### src/rtl/bus_master_if.sv
// bus_master_if: master-side endpoint of the single-master bus handshake.
// Takes one burst command, requests the bus, issues cmd_len+1 single-cycle
// beats while granted, then releases the bus and pulses done.
// Optional feature macro: BUS_TIMEOUT_EN. When it is defined, the grant wait
// is abandoned after TO_CYCLES cycles and timeout pulses. When it is not
// defined, the block waits for grant indefinitely and timeout stays 0.
module bus_master_if #(
    parameter int AW        = 8,
    parameter int DW        = 32,
    parameter int LW        = 4,
    parameter int TO_CYCLES = 16
) (
    input  logic          clk,
    input  logic          reset_n,
    input  logic          cmd_valid,
    output logic          cmd_ready,
    input  logic          cmd_wr,
    input  logic [AW-1:0] cmd_addr,
    input  logic [LW-1:0] cmd_len,
    input  logic [DW-1:0] wd_data,
    output logic          wd_pop,
    output logic          m_req,
    input  logic          m_grant,
    output logic          m_wr,
    output logic [AW-1:0] m_addr,
    output logic [DW-1:0] m_dout,
    input  logic [DW-1:0] m_din,
    output logic          rd_valid,
    output logic [DW-1:0] rd_data,
    output logic          done,
    output logic          timeout
);

    typedef enum logic [1:0] {IDLE, REQ, XFER, REL} state_t;

    state_t        state;
    logic          wr_q;
    logic [AW-1:0] base_q;
    logic [LW-1:0] len_q;
    logic [LW:0]   beat_q;     // beats already issued; reaches 2^LW on max burst
    logic          rd_beat_q;  // a read beat is on the bus this cycle
    logic [AW-1:0] beat_addr;

`ifdef BUS_TIMEOUT_EN
    localparam int TW = $clog2(TO_CYCLES + 1);
    logic [TW-1:0] to_cnt;
`else
    logic unused_cfg;
    assign unused_cfg = (TO_CYCLES > 0);
`endif

    // Address of the beat about to be issued; wraps modulo 2^AW.
    assign beat_addr = base_q + AW'(beat_q);

    // Write data is show-ahead, so the current head goes straight out on a
    // write beat and is popped at the end of that same cycle.
    assign wd_pop = m_wr;
    assign m_dout = m_wr ? wd_data : '0;

    // Burst sequencer: command latch, request/grant handshake, beat issue.
    always_ff @(posedge clk or negedge reset_n) begin
        if (!reset_n) begin
            state     <= IDLE;
            cmd_ready <= 1'b1;
            m_req     <= 1'b0;
            m_wr      <= 1'b0;
            m_addr    <= '0;
            rd_beat_q <= 1'b0;
            done      <= 1'b0;
            timeout   <= 1'b0;
            wr_q      <= 1'b0;
            base_q    <= '0;
            len_q     <= '0;
            beat_q    <= '0;
`ifdef BUS_TIMEOUT_EN
            to_cnt    <= '0;
`endif
        end else begin
            // Bus is quiet and pulses are low unless a beat/event is issued below.
            m_wr      <= 1'b0;
            m_addr    <= '0;
            rd_beat_q <= 1'b0;
            done      <= 1'b0;
            timeout   <= 1'b0;
            case (state)
                IDLE: begin
                    if (cmd_valid) begin
                        wr_q      <= cmd_wr;
                        base_q    <= cmd_addr;
                        len_q     <= cmd_len;
                        beat_q    <= '0;
                        m_req     <= 1'b1;
                        cmd_ready <= 1'b0;
                        state     <= REQ;
`ifdef BUS_TIMEOUT_EN
                        to_cnt    <= '0;
`endif
                    end
                end
                REQ: begin
                    if (m_grant) begin
                        m_addr    <= beat_addr;
                        m_wr      <= wr_q;
                        rd_beat_q <= ~wr_q;
                        beat_q    <= beat_q + 1'b1;
                        state     <= XFER;
                    end
`ifdef BUS_TIMEOUT_EN
                    else if (to_cnt == TW'(TO_CYCLES - 1)) begin
                        m_req     <= 1'b0;
                        timeout   <= 1'b1;
                        cmd_ready <= 1'b1;
                        state     <= IDLE;
                    end else begin
                        to_cnt    <= to_cnt + 1'b1;
                    end
`endif
                end
                XFER: begin
                    if (beat_q > {1'b0, len_q}) begin
                        m_req <= 1'b0;
                        done  <= 1'b1;
                        state <= REL;
                    end else if (m_grant) begin
                        m_addr    <= beat_addr;
                        m_wr      <= wr_q;
                        rd_beat_q <= ~wr_q;
                        beat_q    <= beat_q + 1'b1;
                    end
                end
                REL: begin
                    cmd_ready <= 1'b1;
                    state     <= IDLE;
                end
                default: state <= IDLE;
            endcase
        end
    end

    // Read data is sampled at the end of each read beat cycle.
    always_ff @(posedge clk or negedge reset_n) begin
        if (!reset_n) begin
            rd_valid <= 1'b0;
            rd_data  <= '0;
        end else begin
            rd_valid <= rd_beat_q;
            if (rd_beat_q) rd_data <= m_din;
        end
    end

endmodule
### config.mk
export PLATFORM = sky130hd
export DESIGN_NAME = bus_master_if
export DESIGN_NICKNAME = d
export VERILOG_FILES = /design/src/rtl/bus_master_if.sv
export SDC_FILE = /design/constraint.sdc
export NUM_CORES = 1
export LEC_CHECK = 0
export CORE_MARGIN = 3
export CORE_UTILIZATION = 43
export CTS_CLUSTER_SIZE = 12
export DETAILED_ROUTE_END_ITERATION = 10
export GPL_TIMING_DRIVEN = 0
export PLACE_DENSITY = 0.95
export SYNTH_ARGS = -nofsm -noshare
export SYNTH_HDL_FRONTEND = slang
export SYNTH_SLANG_ARGS = --single-unit
### constraint.sdc
create_clock -name clk -period 3.8 [get_ports clk]
set_input_delay 0.38 -clock clk [delete_from_list [all_inputs] [get_ports clk]]
set_output_delay 0.38 -clock clk [all_outputs]
set_load 0.02 [all_outputs]
==> results of run 1 <==
## placed cells by master (no fill, tap or decap), types with 4 or more instances in the layout
cell type and instances:
inv_1 13, and2_1 32, nor2b_1 4, clkbuf_8 9, buf_1 4, clkdlybuf4s50_1 157, dfrtp_1 65, a21oi_1 7
clkbuf_1 6, ha_1 14, nor2_1 13, mux2_2 46, nand2_1 9, o21ai_0 5
## critical path, cell delays in order, from the launching register on
cell and delay [ns]:
dfrtp_1 0.49, ha_1 0.37, and3b_1 0.22, a2111oi_2 0.43
o21bai_2 0.17, a21o_1 0.28, a211o_1 0.32
## power groups by stage
stage          Combinational (mW)  Sequential [mW]  Clock [mW]
6_report                     2.17             1.25       0.705
3_5_place_dp                 2.17             1.26           0
3_3_place_gp                 2.08             1.24           0
5_1_grt                      2.33             1.30       0.749
2_1_floorplan                1.06             1.49           0
4_1_cts                      2.19             1.25       0.717
## state kept, by name (all words and copies together) (netlist names)
register and cells:
base_q 8, len_q 4, rd_valid 1, cmd_ready 1
m_req 1, m_wr 1, beat_q 5, rd_data 32
wr_q 1, state 2, rd_beat_q 1, m_addr 8
done 1
## kinds of logic after synthesis
group | after synthesis | share of synthesized area (%)
simple gates | 67 | 11.73
flops | 66 | 52.90
mux | 49 | 17.54
compound gates | 29 | 6.808
buf+inv | 25 | 3.244
fa+ha+maj | 15 | 6.248
xor+xnor | 5 | 1.402
other cells | 1 | 0.1200
## layout make-up
type	instances	share of cell area, %
well taps	96	2.372
flip-flops and latches	66	32.63
inverters	13	0.9634
plain buffers	12	1.038
repair buffers	158	31.18
clock buffers	9	2.446
multi-input cells	166	27.05
clock inverters	7	2.322
## how the worst min path moves through the flow
stage,slack [ns],endpoint
6_report,0.11,rd_data[2]
5_1_grt,0.17,rd_data[10]
4_1_cts,0.14,rd_data[2]
3_5_place_dp,0.36,rd_valid
3_3_place_gp,0.37,rd_valid
2_1_floorplan,0.08,base_q[0]
## layer usage
metal | part of all wire [%] | routed length, um | vias up
met2 | 54 | 4461 | 84
met4 | 1.2 | 100 | 0
met5 | 0 | 0 | -
met3 | 5.2 | 435 | 11
li1 | - | - | 1215
met1 | 40 | 3339 | 1214
## per-stage QoR
stage | util (%) | setup WS (ns)
floorplan | - | 1.676
global placement | 69.87 | 0.3088
detailed placement | 69.84 | 1.430
CTS | 73.33 | 1.360
global route | 73.33 | 1.225
finish | 73.33 | 1.399
==> impl_table.tex, run 1 <==
\begin{tabular}{lr}
\hline
Metric & Value \\
\hline
\multicolumn{2}{l}{\textbf{Synthesis}} \\
\quad Warning count from the yosys run & 0 \\
\quad Count of flip-flops with a built-in enable after synthesis & 0 \\
\quad Number of flip-flops and latches in the synthesized netlist & 66 \\
\quad Fraction of the yosys area taken by sequential cells & between 50\% and 60\% \\
\quad Proportion of synthesized flip-flops having asynchronous set or reset & 100.0\% \\
\quad Area share of the largest cell type after synthesis & between 50\% and 60\% \\
\quad Number of instances in the synthesized netlist & between 200 and 300 \\
\quad Synth top area cells & dfrtp\_1 52\%, mux2\_2 17\%, and2\_1 6.4\% \\
\quad Top-count cell post-synth & dfrtp\_1 \\
\quad Synthesized area per cell & around 12 sq um \\
\quad Post-synth top area cell & dfrtp\_1 \\
\quad Distinct cell type count of the synthesized netlist & 38 \\
\quad Syn Nets & roughly 350 \\
\quad Primary flip-flop cell chosen by synthesis mapping & dfrtp\_1 \\
\quad Commonest cells in the netlist & 65 x dfrtp\_1, 46 x mux2\_2, 32 x and2\_1 \\
\quad Cell area after technology mapping & about 0.0031 sq mm \\
\multicolumn{2}{l}{\textbf{Global routing}} \\
\quad GRT busiest layer & met2 \\
\quad Met1 track demand over resource & between 20\% and 30\% \\
\quad Initial antenna violation count & 0 \\
\quad Overall fraction of global-route tracks in use & $\sim$20\% \\
\quad Wire length of the first global-routing pass & 13420 um \\
\quad Met2 routing resource usage after global routing & 36.48\% \\
\quad GRT met3 Usage & between 6 and 7\% \\
\quad Via count of the first global-routing pass & 2584 \\
\quad Total gr overflow & 0 \\
\quad Pin count of the biggest net entering global routing & 67 \\
\multicolumn{2}{l}{\textbf{Placement}} \\
\quad Gpl congestion & 0.7912 \\
\quad Buffers on Ports & 158 \\
\quad Cell count after placement & 511 \\
\quad Dpl cell area & between 0.004 and 0.005 sq mm \\
\quad Placed wire-length estimate & $\sim$6600 um \\
\multicolumn{2}{l}{\textbf{Setup path}} \\
\quad Worst Path Required & 4.02 ns \\
\quad Highest fanout seen on the critical path & 8 \\
\quad Endpoint of the most critical register-to-register path & beat\_q[3] \\
\quad Critical path data arrival time & $\sim$2.6 ns \\
\quad Capturing element type of the critical path & flip-flop \\
\quad Crit path kind & reg -> reg \\
\quad Reg2reg start & beat\_q[2] \\
\quad Register-to-Register Path Depth & 6 \\
\quad Launch point of the critical path & beat\_q[2] \\
\quad Critical Path Sink & beat\_q[3] \\
\quad Category of the worst setup path launch point & flip-flop \\
\quad Setup slack of the worst register-to-register path & about 1.4 ns \\
\multicolumn{2}{l}{\textbf{Clock network}} \\
\quad Post\_cts resized & 0 \\
\quad Sinks on Clock Net & between 60 and 70 \\
\quad Worst-path clk slew & $\sim$0.080 ns \\
\quad Setup fix buffers added after clock tree synthesis & 0 \\
\quad Post-CTS Hold Buffers & 0 \\
\quad Maximum root-to-sink buffer count & 2 \\
\quad Later-pin clock latency in the skew report & 0.34 ns \\
\quad Clock tree root buffer cell & clkbuf\_8 \\
\quad H-tree levels & 3 \\
\quad TritonCTS clock tree & built \\
\quad TritonCTS buffer count & 9 \\
\multicolumn{2}{l}{\textbf{Drt}} \\
\quad DR vias & 2524 \\
\quad Starting DRC count in detailed routing & 37 \\
\quad Router iterations before antenna repair & 4 \\
\quad Residual DRC & 0 \\
\quad Post-detailed-routing wire length & between 8000 and 9000 um \\
\quad Average via count per standard cell & 4.789 \\
\quad Antenna Violating Nets Remaining & 0 \\
\quad Routed wirelength normalized by instance count & $\sim$16 um \\
\multicolumn{2}{l}{\textbf{Timing}} \\
\quad Unrepaired setup endpoints after global routing & false \\
\quad Clock period minus final worst setup slack & between 2 and 2.5 ns \\
\quad Max Transition Viols Final & 0 \\
\quad Worst-case hold slack & 0.1089 ns \\
\quad Period Utilization, post-route & between 60 and 70\% \\
\quad Rel. slew slack & 39.84\% \\
\quad Highest achievable clock rate & between 400 and 500 MHz \\
\quad Worst slew pin tran & $\sim$0.9 ns \\
\quad Final-report setup violation count & 0 \\
\quad Setup tns final & 0 ns \\
\quad Final hold violation count & 0 \\
\quad Post-Route Skew & $\sim$0.0095 ns \\
\multicolumn{2}{l}{\textbf{Floorplanning}} \\
\quad Die Wd & 91.24 um \\
\quad Cell Rows & 30 \\
\quad Effective utilization at floorplan & between 40\% and 50\% \\
\quad Core area & between 0.006 and 0.007 sq mm \\
\quad Total die area & between 0.008 and 0.009 sq mm \\
\quad Overall die height & 91.24 um \\
\quad I/O pins & 160 \\
\multicolumn{2}{l}{\textbf{Power and ir drop}} \\
\quad Power Total & $\sim$4.1 mW \\
\quad Worst supply voltage drop on vdd & between 0.0005 and 0.0006 V \\
\quad Part of the total power dissipated in sequential elements & roughly 30\% \\
\quad Switching fraction of total power & about 37\% \\
\quad Standby leakage power & 2.186 nW \\
\quad Areal power density over the cells & approximately 800 mW/mm\^{}2 \\
\quad Relative contribution of combinational cells to total power & 52.6\% \\
\quad Clock power share & between 15 and 20\% \\
\quad Net switching power & approximately 1.5 mW \\
\quad Internal power contribution & 2.590 mW \\
\multicolumn{2}{l}{\textbf{Finish}} \\
\quad Number of antenna repair diodes & 0 \\
\quad Summed area of non-filler cells in the final layout & around 0.0051 sq mm \\
\quad Layout Area Growth over Synthesis & 62.11\% \\
\quad Total number of nets in the final design & around 520 \\
\quad Fill cells & approximately 480 \\
\quad Post-route non-filler standard cell count & about 530 \\
\quad Share of layout cells above drive strength 1 & roughly 16\% \\
\quad Reg area & around 0.0017 sq mm \\
\quad Multi-input gate area & 0.001370 sq mm \\
\multicolumn{2}{l}{\textbf{Job}} \\
\quad Max cap viols & 0 \\
\multicolumn{2}{l}{\textbf{Status}} \\
\quad Status & completed \\
\multicolumn{2}{l}{\textbf{Min path}} \\
\quad Worst min-delay path category & in -> async \\
\hline
\end{tabular}
Power figures use the tool's default switching activity.
==> inputs of run 2 (changes only) <==
CORE_UTILIZATION = 40   (was 43)
PLACE_DENSITY = 0.92   (was 0.95)
clock period = 2.5 ns   (was 3.8 ns; I/O delays follow)
==> run 2 against run 1 <==
Compared with the run above: combinational power up 51%; first-iteration DRC count is 62% higher; total power up 51%; wire length shrank 2.1%; register-to-register slack lost 1.2 ns; via count fell by 0.28%; count of clock-buffer cells in the layout rose by 1; flip-flop and latch count unchanged; critical path type unchanged; largest power group unchanged.
==> impl_table.tex, run 2 (same netlist as run 1, synthesis figures left out) <==
\begin{tabular}{lr}
\hline
Metric & Value \\
\hline
\multicolumn{2}{l}{\textbf{Status}} \\
\quad Status & completed (unchanged) \\
\multicolumn{2}{l}{\textbf{Setup path}} \\
\quad Register-to-Register Path Depth & 6 (unchanged) \\
\quad Highest fanout seen on the critical path & 10 (was 8) \\
\quad Setup slack of the worst register-to-register path & 0.15 ns (was 1.40 ns) \\
\quad Capturing element type of the critical path & flip-flop (unchanged) \\
\quad Endpoint of the most critical register-to-register path & m\_addr[4] (was beat\_q[3]) \\
\quad Critical path data arrival time & 2.53 ns (was 2.62 ns) \\
\quad Reg2reg start & beat\_q[2] (unchanged) \\
\quad Crit path kind & reg -> reg (unchanged) \\
\quad Worst Path Required & 2.68 ns (was 4.02 ns) \\
\quad Category of the worst setup path launch point & flip-flop (unchanged) \\
\multicolumn{2}{l}{\textbf{Power and ir drop}} \\
\quad Internal power contribution & 3.942 mW (was 2.590 mW) \\
\quad Part of the total power dissipated in sequential elements & 30.5\% (was 30.3\%) \\
\quad Clock power share & 16.9\% (was 17.1\%) \\
\quad Areal power density over the cells & 1231 mW/mm\^{}2 (was 815.1 mW/mm\^{}2) \\
\quad Net switching power & 2.302 mW (was 1.538 mW) \\
\quad Worst supply voltage drop on vdd & 0.0005638 V (was 0.0005095 V) \\
\quad Switching fraction of total power & 36.87\% (was 37.26\%) \\
\quad Standby leakage power & 2.192 nW (was 2.186 nW) \\
\quad Relative contribution of combinational cells to total power & 52.6\% (about the same) \\
\multicolumn{2}{l}{\textbf{Timing}} \\
\quad Clock period minus final worst setup slack & 2.349 ns (was 2.401 ns) \\
\quad Unrepaired setup endpoints after global routing & false (unchanged) \\
\quad Highest achievable clock rate & 425.7 MHz (was 416.5 MHz) \\
\quad Worst slew pin tran & 0.9526 ns (was 0.9024 ns) \\
\quad Rel. slew slack & 36.49\% (was 39.84\%) \\
\quad Final hold violation count & 0 (unchanged) \\
\quad Post-Route Skew & 0.005526 ns (was 0.009479 ns) \\
\quad Final-report setup violation count & 0 (unchanged) \\
\quad Worst-case hold slack & 0.002821 ns (was 0.1089 ns) \\
\quad Setup tns final & 0 ns (unchanged) \\
\quad Period Utilization, post-route & 93.96\% (was 63.18\%) \\
\quad Max Transition Viols Final & 0 (unchanged) \\
\multicolumn{2}{l}{\textbf{Clock network}} \\
\quad H-tree levels & 3 (unchanged) \\
\quad Clock tree root buffer cell & clkbuf\_8 (unchanged) \\
\quad Worst-path clk slew & 0.07 ns (was 0.08 ns) \\
\quad TritonCTS buffer count & 9 (unchanged) \\
\quad Sinks on Clock Net & 66 (unchanged) \\
\quad Maximum root-to-sink buffer count & 2 (unchanged) \\
\quad Later-pin clock latency in the skew report & 0.33 ns (was 0.34 ns) \\
\quad TritonCTS clock tree & built (unchanged) \\
\quad Post-CTS Hold Buffers & 0 (unchanged) \\
\multicolumn{2}{l}{\textbf{Finish}} \\
\quad Most frequent cells in the layout & 157 x clkdlybuf4s50\_1, 65 x dfrtp\_1, 46 x mux2\_2 (unchanged) \\
\quad Total number of nets in the final design & 522 (unchanged) \\
\quad Layout Area Growth over Synthesis & 62.31\% (was 62.11\%) \\
\quad Register with the highest flop count & rd\_data (unchanged) \\
\quad Regs by FF count & rd\_data (32), base\_q (8), m\_addr (8) (unchanged) \\
\quad Fill cells & 541 (was 483) \\
\quad Share of layout cells above drive strength 1 & 16.24\% (was 16.47\%) \\
\quad Leading cell type in the layout, fill and taps excluded & clkdlybuf4s50\_1 (unchanged) \\
\quad Number of antenna repair diodes & 0 (unchanged) \\
\quad Max FFs per register & 32 (unchanged) \\
\multicolumn{2}{l}{\textbf{Floorplanning}} \\
\quad Total die area & 0.008907 sq mm (was 0.008325 sq mm) \\
\quad I/O pins & 160 (unchanged) \\
\quad Die Wd & 94.38 um (was 91.24 um) \\
\quad Effective utilization at floorplan & 42.17\% (was 45.24\%) \\
\quad Cell Rows & 31 (was 30) \\
\quad Core area & 0.007408 sq mm (was 0.006907 sq mm) \\
\quad Overall die height & 94.38 um (was 91.24 um) \\
\multicolumn{2}{l}{\textbf{Global routing}} \\
\quad Met2 routing resource usage after global routing & 35.82\% (was 36.48\%) \\
\quad Via count of the first global-routing pass & 2577 (was 2584) \\
\quad Met1 track demand over resource & 18.62\% (was 24.37\%) \\
\quad Overall fraction of global-route tracks in use & 18.59\% (was 20.51\%) \\
\quad Pin count of the biggest net entering global routing & 67 (unchanged) \\
\quad GRT met3 Usage & 7.331\% (was 6.048\%) \\
\quad Total gr overflow & 0 (unchanged) \\
\quad Wire length of the first global-routing pass & 12610 um (was 13420 um) \\
\quad Initial antenna violation count & 0 (unchanged) \\
\quad GRT busiest layer & met2 (unchanged) \\
\multicolumn{2}{l}{\textbf{Placement}} \\
\quad Buffers on Ports & 158 (unchanged) \\
\quad Gpl congestion & 0.8244 (was 0.7912) \\
\quad Placed wire-length estimate & 6478 um (was 6603 um) \\
\multicolumn{2}{l}{\textbf{Drt}} \\
\quad Average via count per standard cell & 4.749 (was 4.789) \\
\quad DR vias & 2517 (was 2524) \\
\quad Routed wirelength normalized by instance count & 15.40 um (was 15.82 um) \\
\quad Antenna Violating Nets Remaining & 0 (unchanged) \\
\quad Starting DRC count in detailed routing & 60 (was 37) \\
\quad Residual DRC & 0 (unchanged) \\
\quad Router iterations before antenna repair & 4 (unchanged) \\
\quad Post-detailed-routing wire length & 8161 um (was 8337 um) \\
\multicolumn{2}{l}{\textbf{Job}} \\
\quad Max cap viols & 0 (unchanged) \\
\multicolumn{2}{l}{\textbf{Min path}} \\
\quad Worst min-delay path category & in -> async (unchanged) \\
\hline
\end{tabular}
## run 2: changes by cell type in the layout (fill, tap and decap cells not counted), sizes merged
cell | previous run | this run
clkbuf | 15 | 16
clkinv | 1 | 2
clkinvlp | 3 | 1
## run 2: worst max path at each step
stage | to | slack (ns) | from | depth (start not counted)
floorplan | beat_q[4] | 0.38 | beat_q[2] | 6
global placement | base_q[6] | -0.88 | reset_n | 1
detailed placement | beat_q[2] | 0.18 | beat_q[2] | 6
CTS | m_addr[4] | 0.14 | beat_q[2] | 6
global route | m_addr[4] | 0.004 | beat_q[2] | 6
finish | m_addr[4] | 0.15 | beat_q[2] | 6
## run 2: timing repair
item / in CTS / in global routing
endpoints found under the setup margin: 0 / 1
setup buffers: 0 / 0
resized for setup: 0 / 1
## run 2: cell type report
class / instances / area, sq um / area share (%)
flip-flops and latches: 66 / 1653 / 32.59
repair buffers: 158 / 1579 / 31.14
multi-input cells: 166 / 1371 / 27.04
clock buffers: 10 / 127.6 / 2.517
well taps: 99 / 123.9 / 2.443
clock inverters: 6 / 115.1 / 2.270
plain buffers: 12 / 52.55 / 1.036
inverters: 13 / 48.80 / 0.9623
## run 2: critical path: stages (launching register included)
cell and delay [ns]:
dfrtp_1 0.47, ha_1 0.37, and3b_1 0.18, a2111oi_2 0.06, o21ba_2 0.25, a32oi_1 0.72
nor2_1 0.14
## run 2: power groups by stage
stage	clock network, mW	registers, mW	logic (mW)
after detailed placement	0	1.92	3.29
after global placement	0	1.88	3.18
after floorplan	0	2.27	1.62
after CTS	1.08	1.91	3.32
after global routing	1.14	1.97	3.54
final	1.06	1.90	3.28
## run 2: routing by layer
metal,wire length (um),up-vias
li1,-,1209
met1,2854,1197
met2,4430,105
met3,818,6
met4,57,0
met5,0,-
## run 2: through the flow
step | utilization, % | std cells | instance area (sq um) | worst slack [ns] | total power [mW]
after floorplan | - | 257 | 3124 | 0.3762 | 3.884
after global placement | 65.19 | 514 | 4830 | -0.8776 | 5.057
after detailed placement | 65.16 | 514 | 4827 | 0.1804 | 5.216
after CTS | 68.43 | 530 | 5070 | 0.1371 | 6.310
after global routing | 68.45 | 530 | 5071 | 0.003557 | 6.645
final | 68.45 | 530 | 5071 | 0.1510 | 6.244
